[config.mk]
export PLATFORM = sky130hd
export DESIGN_NAME = dmem_arbiter
export DESIGN_NICKNAME = d
export VERILOG_FILES = /design/src/rtl/dmem_arbiter.sv
export SDC_FILE = /design/constraint.sdc
export NUM_CORES = 1
export LEC_CHECK = 0
export CAP_MARGIN = 25
export CELL_PAD_IN_SITES_DETAIL_PLACEMENT = 0
export CELL_PAD_IN_SITES_GLOBAL_PLACEMENT = 1
export CORE_MARGIN = 10
export CORE_UTILIZATION = 29
export CTS_CLUSTER_DIAMETER = 200
export DETAILED_ROUTE_END_ITERATION = 8
export PLACE_DENSITY_LB_ADDON = 0.1
export SLEW_MARGIN = 20
export SYNTH_ARGS = -nofsm -noshare
export SYNTH_HDL_FRONTEND = slang
export SYNTH_SLANG_ARGS = --single-unit
[constraint.sdc]
create_clock -name clk -period 1.8 [get_ports clk]
set_input_delay 0.18 -clock clk [delete_from_list [all_inputs] [get_ports clk]]
set_output_delay 0.18 -clock clk [all_outputs]
set_load 0.02 [all_outputs]
[src/rtl/dmem_arbiter.sv]
// Two-port arbiter in front of the single-port 256-byte data memory.
// Round-robin or fixed-priority grant, optional lock for read-modify-write.
module dmem_arbiter #(
   parameter int RR_EN    = 1,
   parameter int LOCK_MAX = 8
) (
   input  logic       clk,
   input  logic       reset,
   input  logic       req0_valid,
   input  logic       req0_write,
   input  logic       req0_lock,
   input  logic [7:0] req0_addr,
   input  logic [7:0] req0_wdata,
   output logic       req0_ready,
   output logic       rsp0_valid,
   output logic [7:0] rsp0_rdata,
   input  logic       req1_valid,
   input  logic       req1_write,
   input  logic       req1_lock,
   input  logic [7:0] req1_addr,
   input  logic [7:0] req1_wdata,
   output logic       req1_ready,
   output logic       rsp1_valid,
   output logic [7:0] rsp1_rdata,
   output logic       mem_read,
   output logic       mem_write,
   output logic [7:0] mem_addr,
   output logic [7:0] mem_wdata,
   input  logic [7:0] mem_rdata,
   output logic       lock_timeout
);

   // state       | meaning
   // ST_UNLOCKED | normal arbitration between both ports
   // ST_LOCKED   | only lock_owner may be granted; lock_cnt ages the lock
   typedef enum logic {ST_UNLOCKED, ST_LOCKED} lock_state_t;

   localparam logic [7:0] CNT_LAST = 8'(LOCK_MAX - 1);

   lock_state_t state_q, state_d;
   logic        last_grant_q, last_grant_d;
   logic        lock_owner_q, lock_owner_d;
   logic [7:0]  lock_cnt_q, lock_cnt_d;
   logic        lock_timeout_q, lock_timeout_d;
   logic        rsp0_valid_q, rsp0_valid_d;
   logic        rsp1_valid_q, rsp1_valid_d;
   logic [7:0]  rsp0_rdata_q, rsp0_rdata_d;
   logic [7:0]  rsp1_rdata_q, rsp1_rdata_d;

   logic gnt_valid;
   logic gnt_port;
   logic acc_write;
   logic acc_lock;

   // No grant while reset is held, so the memory side reads all-zero in reset.
   always_comb begin
      gnt_valid = 1'b0;
      gnt_port  = 1'b0;
      if (reset) begin
         if (state_q == ST_LOCKED) begin
            gnt_port  = lock_owner_q;
            gnt_valid = lock_owner_q ? req1_valid : req0_valid;
         end else if (req0_valid && req1_valid) begin
            gnt_valid = 1'b1;
            gnt_port  = (RR_EN != 0) ? ~last_grant_q : 1'b0;
         end else if (req0_valid) begin
            gnt_valid = 1'b1;
         end else if (req1_valid) begin
            gnt_valid = 1'b1;
            gnt_port  = 1'b1;
         end
      end
   end

   assign acc_write  = gnt_port ? req1_write : req0_write;
   assign acc_lock   = gnt_port ? req1_lock  : req0_lock;

   assign req0_ready = gnt_valid & ~gnt_port;
   assign req1_ready = gnt_valid &  gnt_port;
   assign mem_write  = gnt_valid &  acc_write;
   assign mem_read   = gnt_valid & ~acc_write;
   assign mem_addr   = gnt_valid ? (gnt_port ? req1_addr  : req0_addr)  : 8'h00;
   assign mem_wdata  = gnt_valid ? (gnt_port ? req1_wdata : req0_wdata) : 8'h00;

   always_comb begin
      state_d        = state_q;
      last_grant_d   = last_grant_q;
      lock_owner_d   = lock_owner_q;
      lock_cnt_d     = lock_cnt_q;
      lock_timeout_d = 1'b0;
      rsp0_valid_d   = 1'b0;
      rsp1_valid_d   = 1'b0;
      rsp0_rdata_d   = rsp0_rdata_q;
      rsp1_rdata_d   = rsp1_rdata_q;

      if (mem_read && !gnt_port) begin
         rsp0_valid_d = 1'b1;
         rsp0_rdata_d = mem_rdata;
      end
      if (mem_read && gnt_port) begin
         rsp1_valid_d = 1'b1;
         rsp1_rdata_d = mem_rdata;
      end
      if (gnt_valid) begin
         last_grant_d = gnt_port;
      end

      case (state_q)
         ST_UNLOCKED: begin
            if (gnt_valid && acc_lock) begin
               state_d      = ST_LOCKED;
               lock_owner_d = gnt_port;
               lock_cnt_d   = 8'd0;
            end
         end
         ST_LOCKED: begin
            lock_cnt_d = lock_cnt_q + 8'd1;
            // Forced release wins even if the owner re-locks on the same edge.
            if (lock_cnt_q == CNT_LAST) begin
               state_d        = ST_UNLOCKED;
               lock_timeout_d = 1'b1;
               last_grant_d   = lock_owner_q;
               lock_cnt_d     = 8'd0;
            end else if (gnt_valid && !acc_lock) begin
               state_d      = ST_UNLOCKED;
               last_grant_d = lock_owner_q;
               lock_cnt_d   = 8'd0;
            end
         end
         default: state_d = ST_UNLOCKED;
      endcase
   end

   always_ff @(posedge clk or negedge reset) begin
      if (!reset) begin
         state_q        <= ST_UNLOCKED;
         last_grant_q   <= 1'b1;
         lock_owner_q   <= 1'b0;
         lock_cnt_q     <= 8'd0;
         lock_timeout_q <= 1'b0;
         rsp0_valid_q   <= 1'b0;
         rsp1_valid_q   <= 1'b0;
         rsp0_rdata_q   <= 8'h00;
         rsp1_rdata_q   <= 8'h00;
      end else begin
         state_q        <= state_d;
         last_grant_q   <= last_grant_d;
         lock_owner_q   <= lock_owner_d;
         lock_cnt_q     <= lock_cnt_d;
         lock_timeout_q <= lock_timeout_d;
         rsp0_valid_q   <= rsp0_valid_d;
         rsp1_valid_q   <= rsp1_valid_d;
         rsp0_rdata_q   <= rsp0_rdata_d;
         rsp1_rdata_q   <= rsp1_rdata_d;
      end
   end

   assign rsp0_valid   = rsp0_valid_q;
   assign rsp1_valid   = rsp1_valid_q;
   assign rsp0_rdata   = rsp0_rdata_q;
   assign rsp1_rdata   = rsp1_rdata_q;
   assign lock_timeout = lock_timeout_q;

endmodule
======== Yosys cells after proc, flatten, opt, wreduce, memory -nomap -nowiden ========
Index checks and enable logic that the tools add are counted.
cells by class
  reductions and logical operators ........ 8
  equal/unequal tests ..................... 2
  $add $sub $neg .......................... 1
  bitwise operators ....................... 8
  mux-type cells .......................... 32
operators with widths
  kind                   number
  $mux W8                7
  $mux W1                23
  $pmux W8 S2            1
  $add A8 B1 Y8 const B  1
  $eq A8 B3 Y1 const B   1
  $logic_and A1 B1 Y1    5
  $and A1 B1 Y1          4
  $not A1 Y1             4
  $logic_not A1 Y1       2
  $ne A2 B2 Y1 const B   1
  $pmux W1 S2            1
  $reduce_and A2 Y1      1
word-level totals
  bits of input ports ..................... 48
  output and inout port bits .............. 39
  bits in registers ....................... 30
  logic and storage cells ................. 60

======== Longest topological paths before layout ========
Gate-level depths: netlist of the first run.
  word-level depth ........................ 11
  mapped depth ............................ 6
  depth with buffers taken out ............ 6

======== Worst setup path after synthesis of the first run ========
No wires, ideal clock.
  path type ............................... flip-flop to flip-flop
  start point ............................. register lock_owner_q
  end point ............................... register rsp0_rdata_q[0] (netlist: rsp0_rdata[0])
  library setup time ...................... 0.125 ns
  clock period less this slack ............ 1.786 ns
  path slack .............................. 0.014 ns
  stages on the path, launching flop included .. 7
  path buffers ............................ 1
  arrival time ............................ 1.661 ns
  data required time ...................... 1.675 ns
  path through ............................ dfrtp_1 nand2_1 nand3_1 nor2_1 nor2b_1 buf_2 mux2_2
between the ends
  cells in the longest elaborated chain, start to end .. 6
  elaborated cells between the ends (all ways) .. 10
  classes of those cells .................. mux: 6; bitwise: 2; reduce/logical: 2
ends and longest elaborated chain
  element                  line  text
  start, declared          42    logic lock_owner_q, lock_owner_d;
  start signal, assigned   148   lock_owner_q <= lock_owner_d;
  $mux W1                  60    if (state_q == ST_LOCKED) begin
  $mux W1                  59    if (reset) begin
  $mux W1                  75    assign acc_write = gnt_port ? req1_write : req0_write;
  $not A1 Y1               81    assign mem_read = gnt_valid & ~acc_write;
  $and A1 B1 Y1            81
  $logic_and A1 B1 Y1 (*)  96    if (mem_read && !gnt_port) begin
  end signal, assigned     153   rsp0_rdata_q <= rsp0_rdata_d;
  end, declared            47    logic [7:0] rsp0_rdata_q, rsp0_rdata_d;
Every way passes the cells marked *; elsewhere a longest branch is shown, timed or not.
A chain may end at the register's enable or synchronous reset.

======== Worst setup path after layout of the first run ========
  start point ............................. register last_grant_q
  end point ............................... output mem_addr[1]
between the ends
  cells in the longest elaborated chain, start to end .. 6
ends and longest elaborated chain
  element                 line  text
  start, declared         41    logic last_grant_q, last_grant_d;
  start signal, assigned  147   last_grant_q <= last_grant_d;
  $not A1 Y1              65    gnt_port = (RR_EN != 0) ? ~last_grant_q : 1'b0;
  $mux W1                 63    end else if (req0_valid && req1_valid) begin
  $mux W1                 60
  $mux W1                 59
  $mux W8 (2 in a row)    82    assign mem_addr = gnt_valid ? (gnt_port ? req1_addr : req0_addr) : 8'h00;
  end, declared           27    output logic [7:0] mem_addr,
Every way passes these cells.

==> run summary, run 1 <==
status: finished with violations
failing checks: negative setup slack
placer's final routability congestion estimate: 0.826
Layout area overhead: 78.5%
share of post-route cells with drive strength above 1: 33.8%
commonest non-fill, non-tap cell in the layout: clkdlybuf4s50_1
later-pin clock latency in the skew report: 280 ps
clock skew: 4.13 ps
Root Buffer: clkbuf_8
power per cell area: 1420 nW/um^2
CP peak stage delay: 530 ps
CP Cell Sequence: and2_4, o21ai_2, nand2_2, buf_12, mux2i_2, nor2_1, buf_4
largest buffer count on any clock path: 2
antenna-violating nets left: 0
synthesized area per cell: 10.1 sq um
drt via density: 4.86
Max-Slew Margin vs Limit: 77.9%
Starting Density: 29.9%
Final WS setup: -74.8 ps
CP Class: reg2out
Syn Std Cell Area: 1770 sq um
minimum clock period: 1870 ps
tightest hold margin: 167 ps
antenna fix cells: 0
routed len/inst: 17.5 um
fmax: 533 MHz
vias in the first global route: 1778
filler instances: 546
Ports: 87
count of standard-cell rows: 28
DRT Pass-1 Iters: 4
DIE AREA: 9640 sq um
Final period util: 104%
hold crit path type: in2async
Util after Layout: 53.5%
Final Hold Fails: 0
largest vdd supply drop: 888 uV
Crit path required time: 1620 ps
CP max stage cell: dfstp_2
final setup fails: 27
measured slew at the worst slew-check pin: 332 ps
syn nets: 224
core box area: 5920 sq um
Place WS: -453 ps
first-pass GRT wire length: 9730 um
clk sink count: 30
htree depth: 2
Leak Pwr: 1.46 nW
fin nets: 338
DRC Markers: 0
Placement Cell Area: 2900 sq um
Max Cap Violations: 0
initial antenna violation count: 0
WP buf/inv: 2
count of buffers from port buffering: 86
unrepaired setup endpoints after global routing: true
detailed placement HPWL: 4770 um
pin count of the biggest net entering global routing: 26
Worst setup EP type: output pin
Die W: 98.2 um
Die Y: 98.2 um
CTS tree: built
Initial DRC Count: 65
CP Data Arrival Time: 1690 ps
fin area: 3170 sq um
Yosys reg bits: 30
cells after synthesis: 175
grt total ovfl: 0
unique cell type count in the Yosys netlist: 41
clock buffer count from CTS: 5
sequential-to-total area share from yosys stat: 42.4%
CTS clk-pin slew, worst paths: 70 ps
Total Routing Usage GR: 12.2%
synth warn: 0
most frequent cells in the layout: clkdlybuf4s50_1 (65), dfrtp_1 (29), buf_4 (29)
CP startpoint kind: flip-flop
Routed WL: 6400 um
Via Count: 1775
delay-heaviest family, CP: flip-flops
CP Max Fanout: 9
Final Max Tran Viols: 0
==> cells by family (layout without fill, tap and decap cells) <==
kind of cell    after synthesis  after routing  share of synthesized area, %
mux                          36             36                          21.5
fa+ha+maj                     1              1                         0.706
buf+inv                      12            127                          3.46
flops                        30             30                          42.4
compound gates               34             34                          14.8
simple gates                 62             62                          17.2
==> flip-flops by register name (all words and copies together), names as in the netlist <==
name          count
lock_timeout      1
lock_owner_q      1
rsp1_valid        1
state_q           1
rsp1_rdata        8
lock_cnt_q        8
rsp0_valid        1
rsp0_rdata        8
last_grant_q      1
==> Yosys cell counts (all sizes together) <==
cell | number | share of area (%)
a211oi | 6 | 3.4
a21o | 1 | 0.42
a21oi | 7 | 2.0
a22oi | 1 | 0.42
a311oi | 1 | 0.49
a31oi | 1 | 0.35
a32o | 1 | 0.56
and2 | 1 | 0.49
and3 | 1 | 0.35
buf | 7 | 2.4
clkbuf | 2 | 0.42
dfrtp | 29 | 41
dfstp | 1 | 1.5
ha | 1 | 0.71
inv | 3 | 0.64
mux2 | 16 | 10
mux2i | 20 | 11
nand2 | 15 | 3.3
nand2b | 3 | 1.2
nand3 | 4 | 1.1
nand3b | 1 | 0.42
nor2 | 26 | 5.9
nor2b | 2 | 0.71
nor3 | 6 | 2.3
o211a | 1 | 0.99
o21ai | 10 | 3.5
o22ai | 3 | 1.1
o31ai | 2 | 1.6
or2 | 1 | 0.35
or3 | 1 | 0.64
or4 | 1 | 0.42
==> per-layer routing <==
layer  track usage, %  part of all wire [%]  up-vias
met3             3.10                   5.8        5
met4             2.98                  0.59        0
met2             20.2                    48       60
met5                0                     0        -
li1                 -                     -      851
met1             15.5                    46      859
==> final cells by class <==
class	count	area [sq um]	area share [%]
clock buffers	6	82.6	2.61
clock inverters	2	60.1	1.90
inverters	3	11.3	0.356
multi-input cells	133	1040	32.7
flip-flops and latches	30	752	23.8
well taps	75	93.8	2.96
repair buffers	116	1130	35.7
==> worst min-delay path, cell delays in order <==
cell	delay, ps
dlymetal6s2s_1	190
buf_4	170
buf_4	300
==> power breakdown <==
part           total, mW  leakage [nW]  switching (mW)  internal, mW
combinational       2.52          1.02            1.23          1.29
sequential          1.13         0.371           0.176         0.950
clock              0.843        0.0714           0.252         0.590
==> stage by stage <==
stage | cells | setup TNS (ps) | total power, mW
5_1_grt | 365 | -3200 | 4.76
2_1_floorplan | 175 | 0 | 2.40
4_1_cts | 362 | -1650 | 4.42
3_3_place_gp | 351 | -12550 | 3.48
3_5_place_dp | 351 | -12390 | 3.49
6_report | 365 | -927 | 4.49
==> worst paths after layout <==
kind | startpoint | endpoint | slack, ps | cells after the start
worst max-delay path | last_grant_q | mem_addr[1] | -70 | 7
worst min-delay path | reset | rsp1_rdata[5] | 170 | 3
worst max register to register | state_q | lock_cnt_q[7] | -30 | 6
worst min register to register | rsp0_rdata[2] | rsp0_rdata[2] | 510 | 1
max in group asynchronous | reset | lock_cnt_q[5] | 1000 | 3
min in group clk | rsp0_rdata[2] | rsp0_rdata[2] | 510 | 1
==> timing repair <==
action	CTS	global route
gates resized for setup	88	26
pin swaps	7	13
cloned	1	2
setup endpoints to repair	30	46
endpoints found under the hold margin	0	6
buffers inserted	2	1
hold buffers	0	1
Note: power is estimated with default switching activity, not from simulation.
==> run 2, diff against run 1 <==
- MAX_ROUTING_LAYER: not set -> met4
==> run 2 against run 1 <==
Effect of this change:
- the run still ends with negative setup slack left
- total power about the same
- non-clock buffer count decreased by 1
- combinational power about the same
- wire length is 0.41% lower
- utilization down 0.36 points
- die area stayed put
- cell count decreased by 0.27%
- hold slack hardly changed
- critical path type unchanged
- largest cell class unchanged
- highest routed layer unchanged
==> run summary, run 2 (synthesized netlist as in run 1, its figures left out) <==
CTS tree: built
commonest non-fill, non-tap cell in the layout: clkdlybuf4s50_1
Crit path required time: 1620 ps (about the same)
Placement Cell Area: 2900 sq um (unchanged)
CP Max Fanout: 9 (unchanged)
Starting Density: 29.9% (unchanged)
Leak Pwr: 1.45 nW (-0.38%)
CP Data Arrival Time: 1690 ps (about the same)
Final period util: 104% (about the same)
Place WS: -453 ps (unchanged)
CTS clk-pin slew, worst paths: 60 ps (about the same)
Worst R2R Start: state_q
fin nets: 337 (-0.30%)
placer's final routability congestion estimate: 0.839 (+1.5%)
later-pin clock latency in the skew report: 280 ps (about the same)
fin cells: 364 (-0.27%)
fmax: 534 MHz (about the same)
largest buffer count on any clock path: 2 (unchanged)
antenna fix cells: 0 (unchanged)
clock skew: 3.91 ps (-0.226 ps)
htree depth: 2 (unchanged)
minimum clock period: 1870 ps (-1.64 ps)
Root Buffer: clkbuf_8
Max-Slew Margin vs Limit: 77.9% (about the same)
Routed WL: 6370 um (-0.41%)
CP startpoint kind: flip-flop
final setup fails: 24 (-11%)
Ports: 87 (unchanged)
measured slew at the worst slew-check pin: 332 ps (-0.276 ps)
Final WS setup: -73.1 ps (+1.64 ps)
Via Count: 1778 (+0.17%)
pin count of the biggest net entering global routing: 26 (unchanged)
count of standard-cell rows: 28 (unchanged)
routed len/inst: 17.5 um (-0.13%)
initial antenna violation count: 0 (unchanged)
detailed placement HPWL: 4770 um (unchanged)
Max Cap Violations: 0 (unchanged)
DRC Markers: 0 (unchanged)
clock buffer count from CTS: 5 (unchanged)
grt total ovfl: 0 (unchanged)
Initial DRC Count: 62 (-4.6%)
Die W: 98.2 um (unchanged)
hold crit path type: in2async
DP Cell Count: 351 (unchanged)
CP Class: reg2out
first-pass GRT wire length: 9740 um (about the same)
CP startpoint: last_grant_q
fin area: 3140 sq um (-0.67%)
drt via density: 4.88 (+0.44%)
Final Max Tran Viols: 0 (unchanged)
vias in the first global route: 1775 (-0.17%)
Worst setup EP type: output pin
clk sink count: 30 (unchanged)
Total Routing Usage GR: 12.6% (+0.35 points)
count of buffers from port buffering: 86 (unchanged)
failing checks: negative setup slack
share of post-route cells with drive strength above 1: 33.6% (-0.23 points)
DIE AREA: 9640 sq um (unchanged)
core box area: 5920 sq um (unchanged)
DRT Pass-1 Iters: 4 (unchanged)
largest vdd supply drop: 896 uV (+0.87%)
antenna-violating nets left: 0 (unchanged)
Layout area overhead: 77.3%
Die Y: 98.2 um (unchanged)
power per cell area: 1430 nW/um^2 (+0.59%)
most frequent cells in the layout: clkdlybuf4s50_1 (65), dfrtp_1 (29), buf_4 (29)
Final Hold Fails: 0 (unchanged)
unrepaired setup endpoints after global routing: true
status: finished with violations
==> run 2: layout make-up <==
| class | count | area (sq um) |
|---|---|---|
| multi-input combinational | 133 | 1040 |
| tap | 75 | 93.8 |
| fill | 549 | 2780 |
| clock inverter | 2 | 60.1 |
| clock buffer | 6 | 82.6 |
| timing repair buffer | 115 | 1100 |
| sequential | 30 | 752 |
| inverter | 3 | 11.3 |
==> run 2: final timing paths <==
kind                       cells after the start  slack [ps]             to
min in group clk                               1         510  rsp0_rdata[2]
max in group asynchronous                      3        1000  lock_cnt_q[5]
setup reg to reg                               6         -30  lock_cnt_q[7]
hold / removal                                 3         170  lock_cnt_q[0]
hold reg to reg                                1         510  rsp0_rdata[2]
setup / recovery                               7         -70    mem_addr[1]
==> run 2: timing repair <==
action | 4_1_cts | 5_1_grt
setup buffers | 2 | 0
resized for setup | 88 | 29
endpoints found under the setup margin | 30 | 46
hold buffers | 0 | 1
cloned | 1 | 2
pin swaps | 7 | 13
hold endpoints to repair | 0 | 6
==> run 2: critical path, stage by stage (launching register included) <==
cell and delay [ps]:
dfstp_2 530, and2_4 140, o21ai_2 60, nand2_2 120
buf_12 150, mux2i_2 210, nor2_1 60, buf_4 150
==> run 2: through the flow <==
stage / utilization [%] / total power [mW] / hold slack (ps) / setup TNS, ps
5_1_grt: 53.1 / 4.76 / 193 / -2860
4_1_cts: 51.3 / 4.42 / 327 / -1650
2_1_floorplan: - / 2.40 / -116 / 0
3_5_place_dp: 48.9 / 3.49 / 498 / -12390
6_report: 53.1 / 4.48 / 167 / -832
3_3_place_gp: 48.9 / 3.48 / 489 / -12550
==> run 2: metal layers <==
| layer | share of wire (%) | up-vias | GRT usage [%] | wire length (um) |
|---|---|---|---|---|
| li1 | - | 850 | - | - |
| met1 | 46 | 855 | 15.7 | 2910 |
| met2 | 48 | 68 | 20.2 | 3070 |
| met3 | 5.4 | 5 | 2.82 | 346 |
| met4 | 0.60 | 0 | 2.98 | 38 |
| met5 | 0 | - | - | 0 |
==> run 2: power by group <==
| group | internal (mW) | total [mW] | switching (mW) |
|---|---|---|---|
| Clock | 0.590 | 0.839 | 0.249 |
| Combinational | 1.29 | 2.52 | 1.23 |
| Sequential | 0.950 | 1.12 | 0.175 |
| Total | 2.83 | 4.48 | 1.65 |
